### src/rtl/return_sequencer_pkg.sv
// Shared vending machine definitions: credit width, coin set, wait time
// and the return sequencer state encoding.
package return_sequencer_pkg;

    localparam int kTotalBitsDef = 16;
    localparam int kWaitTimeDef = 100;
    localparam int kCoinCount = 3;

    localparam int kCoin100 = 100;
    localparam int kCoin500 = 500;
    localparam int kCoin1000 = 1000;

    localparam logic [1:0] kStIdle = 2'd0;
    localparam logic [1:0] kStArmed = 2'd1;
    localparam logic [1:0] kStReturn = 2'd2;

    typedef enum logic [1:0] {
        IDLE = kStIdle,
        ARMED = kStArmed,
        RETURN = kStReturn
    } state_t;

endpackage

### src/rtl/coin_select.sv
// Combinational picker: largest coin whose value fits in the remaining credit.
module coin_select
    import return_sequencer_pkg::*;
#(
    parameter int kTotalBits = kTotalBitsDef
) (
    input  logic [kTotalBits-1:0] remaining,
    output logic [kCoinCount-1:0] coin,
    output logic [kTotalBits-1:0] value,
    output logic                  has_coin
);

    always_comb begin
        coin = '0;
        value = '0;
        has_coin = 1'b1;
        if (remaining >= kTotalBits'(kCoin1000)) begin
            coin[2] = 1'b1;
            value = kTotalBits'(kCoin1000);
        end else if (remaining >= kTotalBits'(kCoin500)) begin
            coin[1] = 1'b1;
            value = kTotalBits'(kCoin500);
        end else if (remaining >= kTotalBits'(kCoin100)) begin
            coin[0] = 1'b1;
            value = kTotalBits'(kCoin100);
        end else begin
            has_coin = 1'b0;
        end
    end

endmodule

### src/rtl/return_sequencer.sv
// Change return sequencer: arms on credit, returns coins on trigger or
// idle timeout, one coin per accepted handshake, largest coin first.
module return_sequencer
    import return_sequencer_pkg::*;
#(
    parameter int kTotalBits = kTotalBitsDef,
    parameter int kWaitTime = kWaitTimeDef
) (
    input  logic                  clk,
    input  logic                  reset_n,
    input  logic                  i_coin_event,
    input  logic                  i_item_event,
    input  logic                  i_trigger_return,
    input  logic [kTotalBits-1:0] i_current_total,
    output logic                  o_return_valid,
    input  logic                  i_return_ready,
    output logic [2:0]            o_return_coin,
    output logic [kTotalBits-1:0] o_return_total,
    output logic [31:0]           o_wait_time,
    output logic                  o_input_block,
    output logic                  o_residue
);

    state_t state_q, state_d;
    logic [kTotalBits-1:0] remaining_q, remaining_d;
    logic [31:0] wait_q, wait_d;

    logic [kCoinCount-1:0] sel_coin;
    logic [kTotalBits-1:0] sel_value;
    logic has_coin;
    logic in_return;
    logic xfer;

    coin_select #(
        .kTotalBits(kTotalBits)
    ) u_coin_select (
        .remaining(remaining_q),
        .coin     (sel_coin),
        .value    (sel_value),
        .has_coin (has_coin)
    );

    // All outputs derive from registered state so reset clears them at once.
    assign in_return = (state_q == RETURN);
    assign o_return_valid = in_return && has_coin;
    assign o_return_coin = o_return_valid ? sel_coin : '0;
    assign xfer = o_return_valid && i_return_ready;
    assign o_return_total = xfer ? sel_value : '0;
    assign o_input_block = in_return;
    assign o_residue = in_return && !has_coin && (remaining_q != '0);
    assign o_wait_time = wait_q;

    always_ff @(posedge clk or negedge reset_n) begin
        if (!reset_n) begin
            state_q <= IDLE;
            remaining_q <= '0;
            wait_q <= '0;
        end else begin
            state_q <= state_d;
            remaining_q <= remaining_d;
            wait_q <= wait_d;
        end
    end

    always_comb begin
        state_d = state_q;
        remaining_d = remaining_q;
        wait_d = wait_q;
        unique case (state_q)
            IDLE: begin
                if (i_current_total != '0) begin
                    state_d = ARMED;
                    wait_d = 32'(kWaitTime);
                end
            end
            ARMED: begin
                // Last count (1 -> 0) enters RETURN on the same edge.
                if (i_trigger_return) begin
                    state_d = RETURN;
                    remaining_d = i_current_total;
                    wait_d = '0;
                end else if (i_current_total == '0) begin
                    state_d = IDLE;
                    wait_d = '0;
                end else if (wait_q == '0) begin
                    state_d = RETURN;
                    remaining_d = i_current_total;
                end else if (i_coin_event || i_item_event) begin
                    wait_d = 32'(kWaitTime);
                end else if (wait_q == 32'd1) begin
                    state_d = RETURN;
                    remaining_d = i_current_total;
                    wait_d = '0;
                end else begin
                    wait_d = wait_q - 32'd1;
                end
            end
            RETURN: begin
                if (xfer) begin
                    remaining_d = remaining_q - sel_value;
                end else if (!has_coin) begin
                    state_d = IDLE;
                    remaining_d = '0;
                end
            end
            default: begin
                state_d = IDLE;
            end
        endcase
    end

endmodule

### config.mk
export PLATFORM = sky130hd
export DESIGN_NAME = return_sequencer
export DESIGN_NICKNAME = d
export VERILOG_FILES = /design/src/rtl/return_sequencer_pkg.sv /design/src/rtl/coin_select.sv /design/src/rtl/return_sequencer.sv
export SDC_FILE = /design/constraint.sdc
export NUM_CORES = 1
export LEC_CHECK = 0
export BUFFER_PORTS_ARGS = -buffer_cell sky130_fd_sc_hd__buf_2
export CAP_MARGIN = 20
export CORE_UTILIZATION = 55
export CTS_CLUSTER_DIAMETER = 200
export DETAILED_ROUTE_END_ITERATION = 7
export PLACE_DENSITY_LB_ADDON = 0.12
export SLEW_MARGIN = 20
export SYNTH_ARGS = -nofsm -noshare
export SYNTH_HDL_FRONTEND = slang
export SYNTH_SLANG_ARGS = --single-unit
### constraint.sdc
create_clock -name clk -period 8.2 [get_ports clk]
set_clock_uncertainty 0.1 [all_clocks]
set_input_delay 0.41 -clock clk [delete_from_list [all_inputs] [get_ports clk]]
set_output_delay 0.41 -clock clk [all_outputs]
set_load 0.01 [all_outputs]
Word-level counts from Yosys, hierarchy flattened
Index checks and enable logic that the tools add are counted.
- add/subtract/negate cells: 2
- $mul: 0
- divide/modulo/power cells: 0
- magnitude comparators: 3
- eq/ne operators: 13
- shift operators: 0
- multiplexer cells: 36
- bitwise logic cells: 0
- reductions and logical operators: 16
- operators with widths (operator ; number):
    $mux 32 ; 6
    $mux 16 ; 10
    $pmux 32 s2 ; 1
    $eq 32x1->1 const B ; 1
    $logic_not 32->1 ; 1
    $pmux 16 s2 ; 1
    $reduce_bool 16->1 ; 2
    $sub 32x1->32 const B ; 1
    $mux 2 ; 9
    $ge 16x10->1 const B ; 1
    $ge 16x7->1 const B ; 1
    $ge 16x9->1 const B ; 1
    $logic_not 16->1 ; 1
    $sub 16x16->16 ; 1
    $ne 4x4->1 const B ; 3
    $ne 5x5->1 const B ; 2
    $reduce_and 5->1 ; 2
    $mux 7 ; 1
    $mux 1 ; 6
    $ne 2x2->1 const B ; 3
    $pmux 2 s3 ; 1
    $logic_and 1x1->1 ; 4
    $reduce_bool 2->1 ; 2
    $mux 3 ; 1
    8 further kinds ; 8
- register bits: 50
- bits in latches: 0
- bits in writable memories: 0
- bits in read-only memories: 0
- input bits: 22
- output and inout port bits: 54
- logic and storage cells: 73
- memories: 0

Longest topological paths before layout
Gate-level depths: netlist of the first run.
- depth in word-level cells: 8
- depth in mapped cells: 13
- gate-level depth less buffers: 13

By module
A second synthesis of the first run with hierarchy kept.
- cells, all modules: 478
- area total of the unflattened synthesis: 3928.8 sq um
- modules (own cells, without submodules) (module ; times used ; cells an instance ; area each (sq um) ; sequential area each (sq um)):
    return_sequencer ; 1 ; 444 ; 3672.3 ; 1251.2
    coin_select ; 1 ; 34 ; 256.5 ; 0.0

Worst setup path before layout of the first run
No wires, ideal clock.
- kind: register to register
- start: register remaining_q[12]
- end: register remaining_q[14]
- setup time: 0.069 ns
- arrival time: 3.414 ns
- data required time: 8.031 ns
- slack: 4.617 ns
- cell stages (with the launch flop): 14
- path buffers: 0
- clock period less this slack: 3.583 ns
- cell sequence: dfrtp_1 -> or4_1 -> nor4_2 -> o21a_1 -> nor2_1 -> inv_1 -> ha_1 -> nor2b_1 -> or3_1 -> o2111ai_1 -> a311oi_1 -> or2_2 -> or4_1 -> nand3_1
- longest elaborated chain between the ends: 8
- elaborated cells on any way between the ends: 16
- those cells by class: add/sub: 1; order compare: 3; eq/ne: 1; mux: 8; reduce/logical: 3
- RTL lines (item ; line ; source):
    start: declaration ; return_sequencer.sv:25 ; logic [kTotalBits-1:0] remaining_q, remaining_d;
    start signal: assignment ; return_sequencer.sv:60 ; remaining_q <= remaining_d;
    branches (longest 8 deep; another with $ge 16x7->1) ; - ;
Parallel ways; which one is timed is not known.
A chain may end at the register's enable or synchronous reset.

Final worst setup path of the first run
- start: register remaining_q[12]
- end: register remaining_q[12]
Same word-level chain as after synthesis.

==> results.tsv, run 1 <==
stage	metric	value	unit
status	status	finished, final reports clean	
critical_path	worst-setup-path-type	flop to flop	
yosys	yosys_warnings	0	
clocking	clkSinkCount	50	
clocking	cts_hold_buf	0	
floorplanning	core_area	5991	um2
critical_path	crit_arrival	4.16	ns
yosys	ys_ff_latch	50	
detailed_routing	antenna_left	0	
timing	maxSlewHeadroom	42.52	%
timing	worst_pin_slew	0.8557	ns
clocking	cts_setup_buffers	0	
global_routing	grt_overflow	0	
global_routing	grt_max_degree	51	
yosys	synth.distinct_cells	68	
global_routing	grt_first_pass_wirelength	14520	um
detailed_routing	vias	3368	
detailed_routing	post_drt_wl_per_cell	15.86	um
clocking	root_buffer	clkbuf_8	
floorplanning	core.rowCount	28	
yosys	synth_xor_area_share	3.311	%
clocking	clkTransAtPathRegs	0.09	ns
layout	mostFrequentLayoutCell	buf_2	
timing	slew_viol_final	0	
detailed_routing	routed_wl	8578	um
floorplanning	dieArea	6572	um2
yosys	synthAdderAreaFrac	4.585	%
critical_path	end_kind	flop	
timing	min_period_over_period	49.58	%
yosys	synth_compound_area_share	23.44	%
clocking	cts_tree	done	
power_and_ir_drop	p_per_area	320.7	nW/um2
yosys	synthCells	407	
detailed_routing	firstDrtPassIters	5	
critical_path	cp.required	8.29	ns
layout	final_cells	541	
critical_path	critPathMaxFanout	5	
detailed_routing	drc	0	
layout	nets	499	
clocking	cts-resized-gates	0	
floorplanning	die_x	81.07	um
floorplanning	die_h	81.07	um
layout	drive_above_1_share	20.17	%
clocking	clk_latency	0.30	ns
floorplanning	io_pins	76	
critical_path	worst_setup_path_start_kind	flop	
worst_hold_path	hold_class	input pin to asynchronous set/reset pin	
yosys	synth_top_cell_area_share	36.39	%
floorplanning	start_util	57.39	%
power_and_ir_drop	p_leak	1.845	nW
flow_run	drv_cap	0	
place	numPlacedInstances	533	
timing	fmax	246.0	MHz
layout	area_growth	12.08	%
global_routing	antenna_found_initial	0	
yosys	synthArstFlopShare	100.0	%
timing	tns	0	ns
yosys	synth_top_family_by_area	simple AND/OR/NAND/NOR gates	
layout	final_cell_mix	buf_2, dfrtp_1, nor2_1	
yosys	synthSimpleGateAreaFrac	25.22	%
global_routing	grt_pass1_vias	3174	
clocking	cts_buffer_depth	2	
detailed_routing	drt_iter0_drc	145	
yosys	synth_edf_count	0	
clocking	cts_made_buffers	5	
timing	post-route-min-period	4.065	ns
yosys	syn_area	3438	um2
layout	n_antenna_cell	0	
power_and_ir_drop	vdd_drop_max	224.2	uV
yosys	synth_mux_area_share	0.2911	%
timing	grt_setup_unrepaired	false	
yosys	synth.area.top_cells	dfrtp_1, o21ai_0, nor2_1	
global_routing	grtUsageTotal	28.44	%
place	gp_congestion	0.9127	
yosys	synthFlopType	dfrtp_1	
timing	finalHoldViolations	0	
place	place.port_buffers	67	
yosys	avgSynthCellArea	8.448	um2
yosys	ys_seq_area_share	36.39	%
detailed_routing	avgViaCountPerCell	6.226	
clocking	cts_htree_levels	2	
place	dp_hpwl	6427	um
timing	final-setup-viol-count	0	
yosys	synth_area_leader_cell	dfrtp_1	
[metal layers]
layer | part of all wire [%] | vias up | track usage [%] | routed length [um]
met2 | 50 | 115 | 49.33 | 4326
met1 | 43 | 1632 | 35.67 | 3702
met3 | 4.8 | 15 | 4.382 | 409
met4 | 1.6 | 0 | 10.36 | 140
li1 | - | 1606 | - | -
met5 | 0 | - | 0 | 0
[stage by stage]
stage	total power, mW	util [%]	hold WS (ns)	cell area, um2	setup WS (ns)
2_1_floorplan	0.9212	-	0.01441	3465	4.617
3_3_place_gp	1.071	62.80	0.3951	3762	4.311
3_5_place_dp	1.087	62.80	0.4034	3762	4.202
4_1_cts	1.235	64.33	0.1373	3854	4.177
5_1_grt	1.349	64.33	0.1627	3854	3.806
6_report	1.236	64.33	0.09314	3854	4.135
[kinds of logic (layout without fill, tap and decap cells)]
group	Yosys count	count (layout)
muxes	1	1
and+or+nand+nor	166	166
other	1	8
xor gates and xnor gates	13	13
DFF	50	50
buffers and inverters	47	99
AOI/OAI and AO/OA	117	117
adders and majority gates	12	12
[critical path, stage by stage, from the launching register on]
cell and delay (ns):
dfrtp_1 0.41, or4_1 0.57, nor4_2 0.37, and2_1 0.26, nor2_1 0.06, ha_1 0.22, fa_1 0.40, nor2b_1 0.17
or3_1 0.12, o2111ai_1 0.13, a311oi_1 0.65, or2_2 0.23, o2bb2ai_1 0.06, a22o_1 0.19
[state kept, by name (all words and copies together) (netlist names)]
signal	flops
o_wait_time	32
state_q	2
remaining_q	16
[report_power, final]
part           leakage, nW  total, mW  internal [mW]  switching, mW
Clock               0.0482      0.146         0.0682         0.0781
Combinational         1.14      0.707          0.269          0.439
Sequential           0.654      0.382          0.308         0.0740
Total                 1.84       1.24          0.645          0.591
[final cells by class]
class                           instances  area [um2]
Inverter                               22       82.58
Tap cell                               75       93.84
Fill cell                             531        2137
Sequential cell                        50        1251
Timing Repair Buffer                   69       350.3
Clock inverter                          1       5.005
Multi-Input combinational cell        317        1984
Clock buffer                            7       86.33
[Yosys cell counts, types with 3 or more instances]
cell type	count
a21o_1	3
a21oi_1	16
a221oi_1	3
a22o_1	4
a311oi_1	3
a31oi_1	4
and2_1	5
buf_2	3
buf_4	13
clkbuf_1	8
dfrtp_1	50
ha_1	11
inv_1	19
nand2_1	29
nand3_1	12
nand3b_1	3
nor2_1	43
nor3_1	19
nor4_1	12
o21ai_0	39
o22a_1	3
o2bb2ai_1	4
o31a_1	3
o31ai_1	5
or2_2	6
or3_1	11
or4_1	10
xnor2_1	11
[path summary, 6_finish.rpt]
kind	to	cells after the start	slack, ns	start
worst max-delay path	remaining_q[12]$_DFFE_PN0P_	13	4.13	remaining_q[12]$_DFFE_PN0P_
worst min-delay path	remaining_q[2]$_DFFE_PN0P_	2	0.09	reset_n
min in group clk	remaining_q[14]$_DFFE_PN0P_	3	0.25	i_current_total[14]
worst max register to register	remaining_q[12]$_DFFE_PN0P_	13	4.13	remaining_q[12]$_DFFE_PN0P_
max in group asynchronous	o_wait_time[29]$_DFFE_PN0P_	2	7.47	reset_n
worst min register to register	remaining_q[13]$_DFFE_PN0P_	1	0.42	remaining_q[13]$_DFFE_PN0P_
Note: power is estimated with default switching activity, not from simulation.
==> run 2, diff against run 1 <==
- ABC_AREA: default -> 1
- CORE_UTILIZATION: 55 -> 51
- clock period: 8.2 -> 3.3 ns (I/O delays scaled with it)
==> results.tsv, run 2 <==
stage	metric	value	unit	change
yosys	ys_seq_area_share	30.70	%	-5.7 points
yosys	synth_area_leader_cell	dfrtp_1		
clocking	cts_htree_levels	2		unchanged
timing	worst_pin_slew	0.6400	ns	-0.2156 ns
critical_path	worst-setup-path-type	flop to flop		
yosys	synth_top_cell_area_share	30.70	%	-5.7 points
yosys	synth_edf_count	0		unchanged
detailed_routing	firstDrtPassIters	5		unchanged
timing	slew_viol_final	0		unchanged
global_routing	grt_overflow	0		unchanged
clocking	cts_buffer_depth	2		unchanged
layout	final_cell_mix	nand2_1, nor2_1, buf_2		
place	place.port_buffers	67		unchanged
yosys	synthCells	595		+46%
detailed_routing	drt_iter0_drc	234		+61%
detailed_routing	antenna_left	0		unchanged
yosys	yosys_warnings	0		unchanged
timing	min_period_over_period	89.30	%	+40 points
yosys	synthFlopType	dfrtp_1		
detailed_routing	drc	0		unchanged
power_and_ir_drop	finalPower	3.089	mW	+150%
clocking	clkSinkCount	50		unchanged
detailed_routing	routed_wl	10900	um	+27%
yosys	synth_most_common_cell	nand2_1		
critical_path	slowest_delay	0.45	ns	-0.20 ns
global_routing	grt_first_pass_wirelength	18470	um	+27%
power_and_ir_drop	p_leak	2.336	nW	+27%
power_and_ir_drop	vdd_drop_max	499.6	uV	+120%
detailed_routing	post_drt_wl_per_cell	14.32	um	-9.7%
floorplanning	io_pins	76		unchanged
yosys	ys_ff_latch	50		unchanged
timing	maxSlewHeadroom	56.94	%	+14 points
timing	post-route-min-period	2.947	ns	-1.118 ns
global_routing	antenna_found_initial	0		unchanged
critical_path	critical-path-slowest-cell	dfrtp_1		
clocking	cts-resized-gates	0		unchanged
clocking	cts_made_buffers	5		unchanged
yosys	synthArstFlopShare	100.0	%	unchanged
layout	area_growth	11.82	%	
global_routing	grt_max_degree	31		-39%
yosys	synth.distinct_cells	52		-24%
critical_path	crit_chain	nor2_2 -> inv_1 -> nor2_1 -> o21a_1 -> nand2_1 -> ha_1 -> inv_1 -> nor2_1 -> or2_2 -> nand2_1 -> nand2_1 -> nand3_2 -> nand3_1 -> nand2_1 -> nand3_1 -> a21oi_1		
detailed_routing	vias	4084		+21%
critical_path	critPathMostFrequentCell	nand2_1		
layout	mostFrequentLayoutCell	nand2_1		
layout	n_antenna_cell	0		unchanged
global_routing	grt_pass1_vias	3818		+20%
floorplanning	die_x	91.39	um	+13%
detailed_routing	avgViaCountPerCell	5.367		-14%
critical_path	critPathMaxFanout	6		+1
floorplanning	core.rowCount	32		+14%
timing	timing.hold.ws	0.008169	ns	-0.08497 ns
clocking	cts_tree	done		
critical_path	cp.required	3.44	ns	-4.85 ns
floorplanning	start_util	52.74	%	-4.7 points
timing	finalHoldViolations	0		unchanged
timing	grt_setup_unrepaired	false		
timing	final-setup-viol-count	0		unchanged
layout	largest_register_ffs	32		unchanged
critical_path	crit_arrival	3.09	ns	-1.07 ns
critical_path	worst_setup_path_start_kind	flop		
clocking	root_buffer	clkbuf_8		
place	gp_congestion	0.9063		-0.70%
critical_path	end_kind	flop		
clocking	clkTransAtPathRegs	0.10	ns	about the same
flow_run	drv_cap	0		unchanged
layout	fillerInstances	784		+48%
clocking	clk_latency	0.31	ns	about the same
timing	fmax	339.3	MHz	+38%
floorplanning	dieArea	8352	um2	+27%
yosys	syn_area	4075	um2	+19%
yosys	synth_common_cells	nand2_1, nor2_1, inv_1		
layout	nets	692		+39%
global_routing	grtUsageTotal	27.63	%	-0.81 points
place	dp_hpwl	8530	um	+33%
yosys	avgSynthCellArea	6.849	um2	-19%
worst_hold_path	hold_class	input pin to flop		
floorplanning	die_h	91.39	um	+13%
power_and_ir_drop	p_per_area	677.8	nW/um2	+110%
status	status	finished, final reports clean		
timing	tns	0	ns	unchanged
yosys	synth.area.top_cells	dfrtp_1, nand2_1, nor2_1		
layout	drive_above_1_share	19.12	%	-1.1 points
floorplanning	core_area	7727	um2	+29%
## run 2: critical path: cells and delay by family (launching register included)
| family | cells | cell delay (ns) |
|---|---|---|
| simple gates | 11 | 1.39 |
| compound gates | 2 | 0.41 |
| fa+ha+maj | 1 | 0.35 |
| flops | 1 | 0.45 |
| buf+inv | 2 | 0.17 |
## run 2: stage by stage
step	cell area, um2	util [%]	worst slack (ns)	instances
2_1_floorplan	4101	-	0.7070	602
3_3_place_gp	4424	57.25	0.4699	751
4_1_cts	4557	58.97	0.3799	761
5_1_grt	4557	58.97	0.02867	761
6_report	4557	58.97	0.3530	761
3_5_place_dp	4424	57.25	0.4068	751
## run 2: cells by family (layout without fill, tap and decap cells)
group / count (synthesis) / after routing / share of synthesized area (%)
fa+ha+maj: 12 / 12 / 3.869
flops: 50 / 50 / 30.70
compound gates: 88 / 88 / 12.47
simple gates: 332 / 332 / 38.90
xor+xnor: 13 / 13 / 2.794
other cells: 1 / 8 / 0.09202
buf+inv: 99 / 156 / 11.18
## run 2: final cells by class
class,count,area [um2],share of cell area (%)
clock buffers,5,68.82,1.510
repair buffers,72,377.9,8.292
multi-input cells,453,2395,52.55
clock inverters,3,43.79,0.9610
flip-flops and latches,50,1251,27.46
well taps,102,127.6,2.801
inverters,76,292.8,6.425
## run 2: final timing paths
kind | startpoint | endpoint | slack, ns | cells after the start
setup reg to reg | remaining_q[10]$_DFFE_PN0P_ | remaining_q[14]$_DFFE_PN0P_ | 0.35 | 16
setup / recovery | remaining_q[10]$_DFFE_PN0P_ | remaining_q[14]$_DFFE_PN0P_ | 0.35 | 16
max in group asynchronous | reset_n | o_wait_time[16]$_DFFE_PN0P_ | 2.05 | 3
hold reg to reg | o_wait_time[4]$_DFFE_PN0P_ | o_wait_time[4]$_DFFE_PN0P_ | 0.41 | 1
min in group asynchronous | reset_n | remaining_q[1]$_DFFE_PN0P_ | 0.25 | 2
hold / removal | i_current_total[1] | remaining_q[1]$_DFFE_PN0P_ | 0.008 | 3
## run 2: what timing repair did
item	4_1_cts	5_1_grt
hold buffers	2	0
endpoints found under the hold margin	21	0
buffers inserted	0	0
## run 2: power by group
group          total, mW  internal, mW  switching, mW
clock              0.460         0.228          0.232
combinational       1.70         0.517           1.18
sequential         0.933         0.758          0.175
## run 2: layer usage
| metal | wire length [um] | vias to the layer above | track usage (%) | part of all wire (%) |
|---|---|---|---|---|
| met4 | 79 | 0 | 6.349 | 0.72 |
| li1 | - | 2064 | - | - |
| met3 | 621 | 6 | 3.685 | 5.7 |
| met5 | 0 | - | 0 | 0 |
| met1 | 5520 | 1887 | 41.31 | 51 |
| met2 | 4677 | 127 | 41.98 | 43 |
==> run 3, diff against run 2 <==
- REMOVE_ABC_BUFFERS: default -> 1
==> results.tsv, run 3 (synthesis gave the netlist of run 2 again) <==
stage	metric	value	unit	change
status	status	finished, final reports clean		
critical_path	cp.buffers_inverters	1		-1
detailed_routing	drt_iter0_drc	189		-19%
detailed_routing	firstDrtPassIters	5		unchanged
layout	final_cells	760		-0.13%
global_routing	grt_pass1_vias	3867		+1.3%
global_routing	top_usage_layer	met2		
layout	n_antenna_cell	0		unchanged
layout	fillerInstances	748		-4.6%
timing	post-route-min-period	2.991	ns	+0.04392 ns
clocking	cts_htree_levels	2		unchanged
layout	drive_above_1_share	19.00	%	-0.12 points
place	dp_hpwl	8249	um	-3.3%
critical_path	critPathMostFrequentCell	nand2_1		
layout	multiInputGateArea	2395	um2	unchanged
critical_path	worstReg2RegStart	remaining_q[10]$_DFFE_PN0P_		
global_routing	grt_max_degree	29		-6.5%
place	gp_congestion	0.9453		+4.3%
critical_path	slowest_delay	0.45	ns	about the same
power_and_ir_drop	vdd_drop_max	394.6	uV	-21%
detailed_routing	antenna_left	0		unchanged
critical_path	worst_setup_path_start_kind	flop		
timing	timing.final.ws_setup	0.3091	ns	-0.04392 ns
power_and_ir_drop	combPwrFrac	54.8	%	about the same
timing	final-setup-viol-count	0		unchanged
clocking	cts_buffer_depth	2		unchanged
critical_path	worst-setup-path-type	flop to flop		
timing	worst_pin_slew	0.6263	ns	-0.01377 ns
floorplanning	start_util	52.74	%	unchanged
power_and_ir_drop	pwr-share-seq	30.6	%	+0.4 points
floorplanning	dieArea	8352	um2	unchanged
power_and_ir_drop	p_per_area	671.3	nW/um2	-0.96%
power_and_ir_drop	power_frac_clock	14.6	%	-0.3 points
clocking	cts_made_buffers	5		unchanged
clocking	root_buffer	clkbuf_8		
critical_path	cp-startpoint	remaining_q[10]$_DFFE_PN0P_		
layout	mostFrequentLayoutCell	nand2_1		
layout	area_growth	11.51	%	
layout	final_cell_mix	nand2_1, nor2_1, buf_2		
place	numPlacedInstances	751		unchanged
timing	fmax	334.3	MHz	-1.5%
detailed_routing	vias	4140		+1.4%
timing	tns	0	ns	unchanged
timing	grt_setup_unrepaired	false		
clocking	clkSinkCount	50		unchanged
detailed_routing	routed_wl	10610	um	-2.7%
timing	slew_viol_final	0		unchanged
global_routing	grt_first_pass_wirelength	17710	um	-4.1%
critical_path	critPathMaxFanout	8		+2
power_and_ir_drop	p_leak	2.325	nW	-0.48%
timing	maxSlewHeadroom	57.86	%	+0.93 points
critical_path	crit_chain	nor2_2 -> nand2_2 -> nor2_4 -> nand3_4 -> nand2_1 -> inv_1 -> ha_1 -> fa_1 -> nor2_1 -> or2_2 -> nand2_1 -> nand2_1 -> nand3_2 -> nand2_1 -> nor3_1 -> o21ai_1 -> nand2_1		
critical_path	worst_r2r_endpoint	remaining_q[10]$_DFFE_PN0P_		
critical_path	crit_end	remaining_q[10]$_DFFE_PN0P_		
detailed_routing	drc	0		unchanged
critical_path	end_kind	flop		
layout	fin_util	58.81	%	-0.16 points
power_and_ir_drop	p_int	1.501	mW	-0.16%
global_routing	antenna_found_initial	0		unchanged
layout	largest_register_ffs	32		unchanged
timing	finalHoldViolations	0		unchanged
floorplanning	core.rowCount	32		unchanged
layout	nets	691		-0.14%
floorplanning	io_pins	76		unchanged
critical_path	crit_cells	17		+1
clocking	cts_setup_buffers	0		unchanged
global_routing	grt_overflow	0		unchanged
detailed_routing	post_drt_wl_per_cell	13.96	um	-2.5%
place	place.port_buffers	67		unchanged
detailed_routing	avgViaCountPerCell	5.447		+1.5%
worst_hold_path	hold_class	input pin to flop		
floorplanning	die_x	91.39	um	unchanged
clocking	clk_latency	0.31	ns	about the same
power_and_ir_drop	p_sw_share	50.80	%	-0.53 points
layout	seq_area	1251	um2	unchanged
critical_path	critical-path-slowest-cell	dfrtp_1		
global_routing	use_met2	46.74	%	+4.8 points
floorplanning	die_h	91.39	um	unchanged
critical_path	crit_arrival	3.09	ns	about the same
critical_path	cp.required	3.40	ns	-0.04 ns
timing	timing.hold.ws	0.01725	ns	+0.009077 ns
flow_run	drv_cap	0		unchanged
global_routing	grtUsageTotal	26.22	%	-1.4 points
place	dp_slack	0.3643	ns	-0.04251 ns
critical_path	worst-r2r-cell-count	17		+1
clocking	cts-resized-gates	0		unchanged
global_routing	grt_use_met1	32.39	%	-8.9 points
clocking	cts_tree	done		
power_and_ir_drop	power_switching	1.550	mW	-2.2%
floorplanning	core_area	7727	um2	unchanged
clocking	cts_hold_buf	1		-1
global_routing	use_met3	3.266	%	-0.42 points
critical_path	r2r_slack	0.31	ns	-0.04 ns
timing	min_period_over_period	90.63	%	+1.3 points
clocking	clkTransAtPathRegs	0.10	ns	about the same
critical_path	path_delay_family	simple AND/OR/NAND/NOR gates		
run 3: changes by cell type in the layout (fill, tap and decap cells not counted):
| cell | delta |
|---|---|
| clkbuf_1 | +1 |
| clkinv_2 | -1 |
| clkinvlp_4 | +1 |
| dlygate4sd3_1 | -1 |
| inv_6 | -1 |
run 3: stage by stage:
step | total power, mW | cell area, um2
2_1_floorplan | 2.124 | 3939
5_1_grt | 3.308 | 4544
3_5_place_dp | 2.601 | 4424
4_1_cts | 3.052 | 4544
3_3_place_gp | 2.578 | 4424
6_report | 3.051 | 4544
run 3: final cells by class:
cell class	count	area share (%)
multi-input combinational	453	52.70
sequential	50	27.53
timing repair buffer	71	8.095
inverter	76	6.443
tap	102	2.808
clock buffer	6	1.597
clock inverter	2	0.8260
run 3: layer usage:
metal | routed length (um) | vias up
met5 | 0 | -
met3 | 451 | 21
met2 | 5373 | 126
met4 | 233 | 0
li1 | - | 2062
met1 | 4550 | 1931
run 3: worst min-delay path by stage:
stage | startpoint | to | slack [ns] | cells past startpoint
after floorplan | reset_n | o_wait_time[0]$_DFFE_PN0P_ | -0.23 | 0
after global placement | reset_n | o_wait_time[12]$_DFFE_PN0P_ | 0.06 | 1
after detailed placement | reset_n | o_wait_time[12]$_DFFE_PN0P_ | 0.07 | 1
after CTS | i_current_total[0] | remaining_q[0]$_DFFE_PN0P_ | 0.008 | 3
after global routing | i_current_total[1] | remaining_q[1]$_DFFE_PN0P_ | 0.04 | 3
final | i_current_total[1] | remaining_q[1]$_DFFE_PN0P_ | 0.02 | 3
run 3: worst min-delay path: stages:
cell,delay [ns]
buf_2,0.09
nand3_1,0.06
o21ai_0,0.07
run 3: power by group through the flow:
stage	sequential (mW)	clock [mW]	combinational (mW)
after floorplan	0.909	0	1.21
after global placement	0.937	0	1.64
after detailed placement	0.939	0	1.66
after CTS	0.929	0.456	1.67
after global routing	0.956	0.474	1.88
final	0.933	0.445	1.67
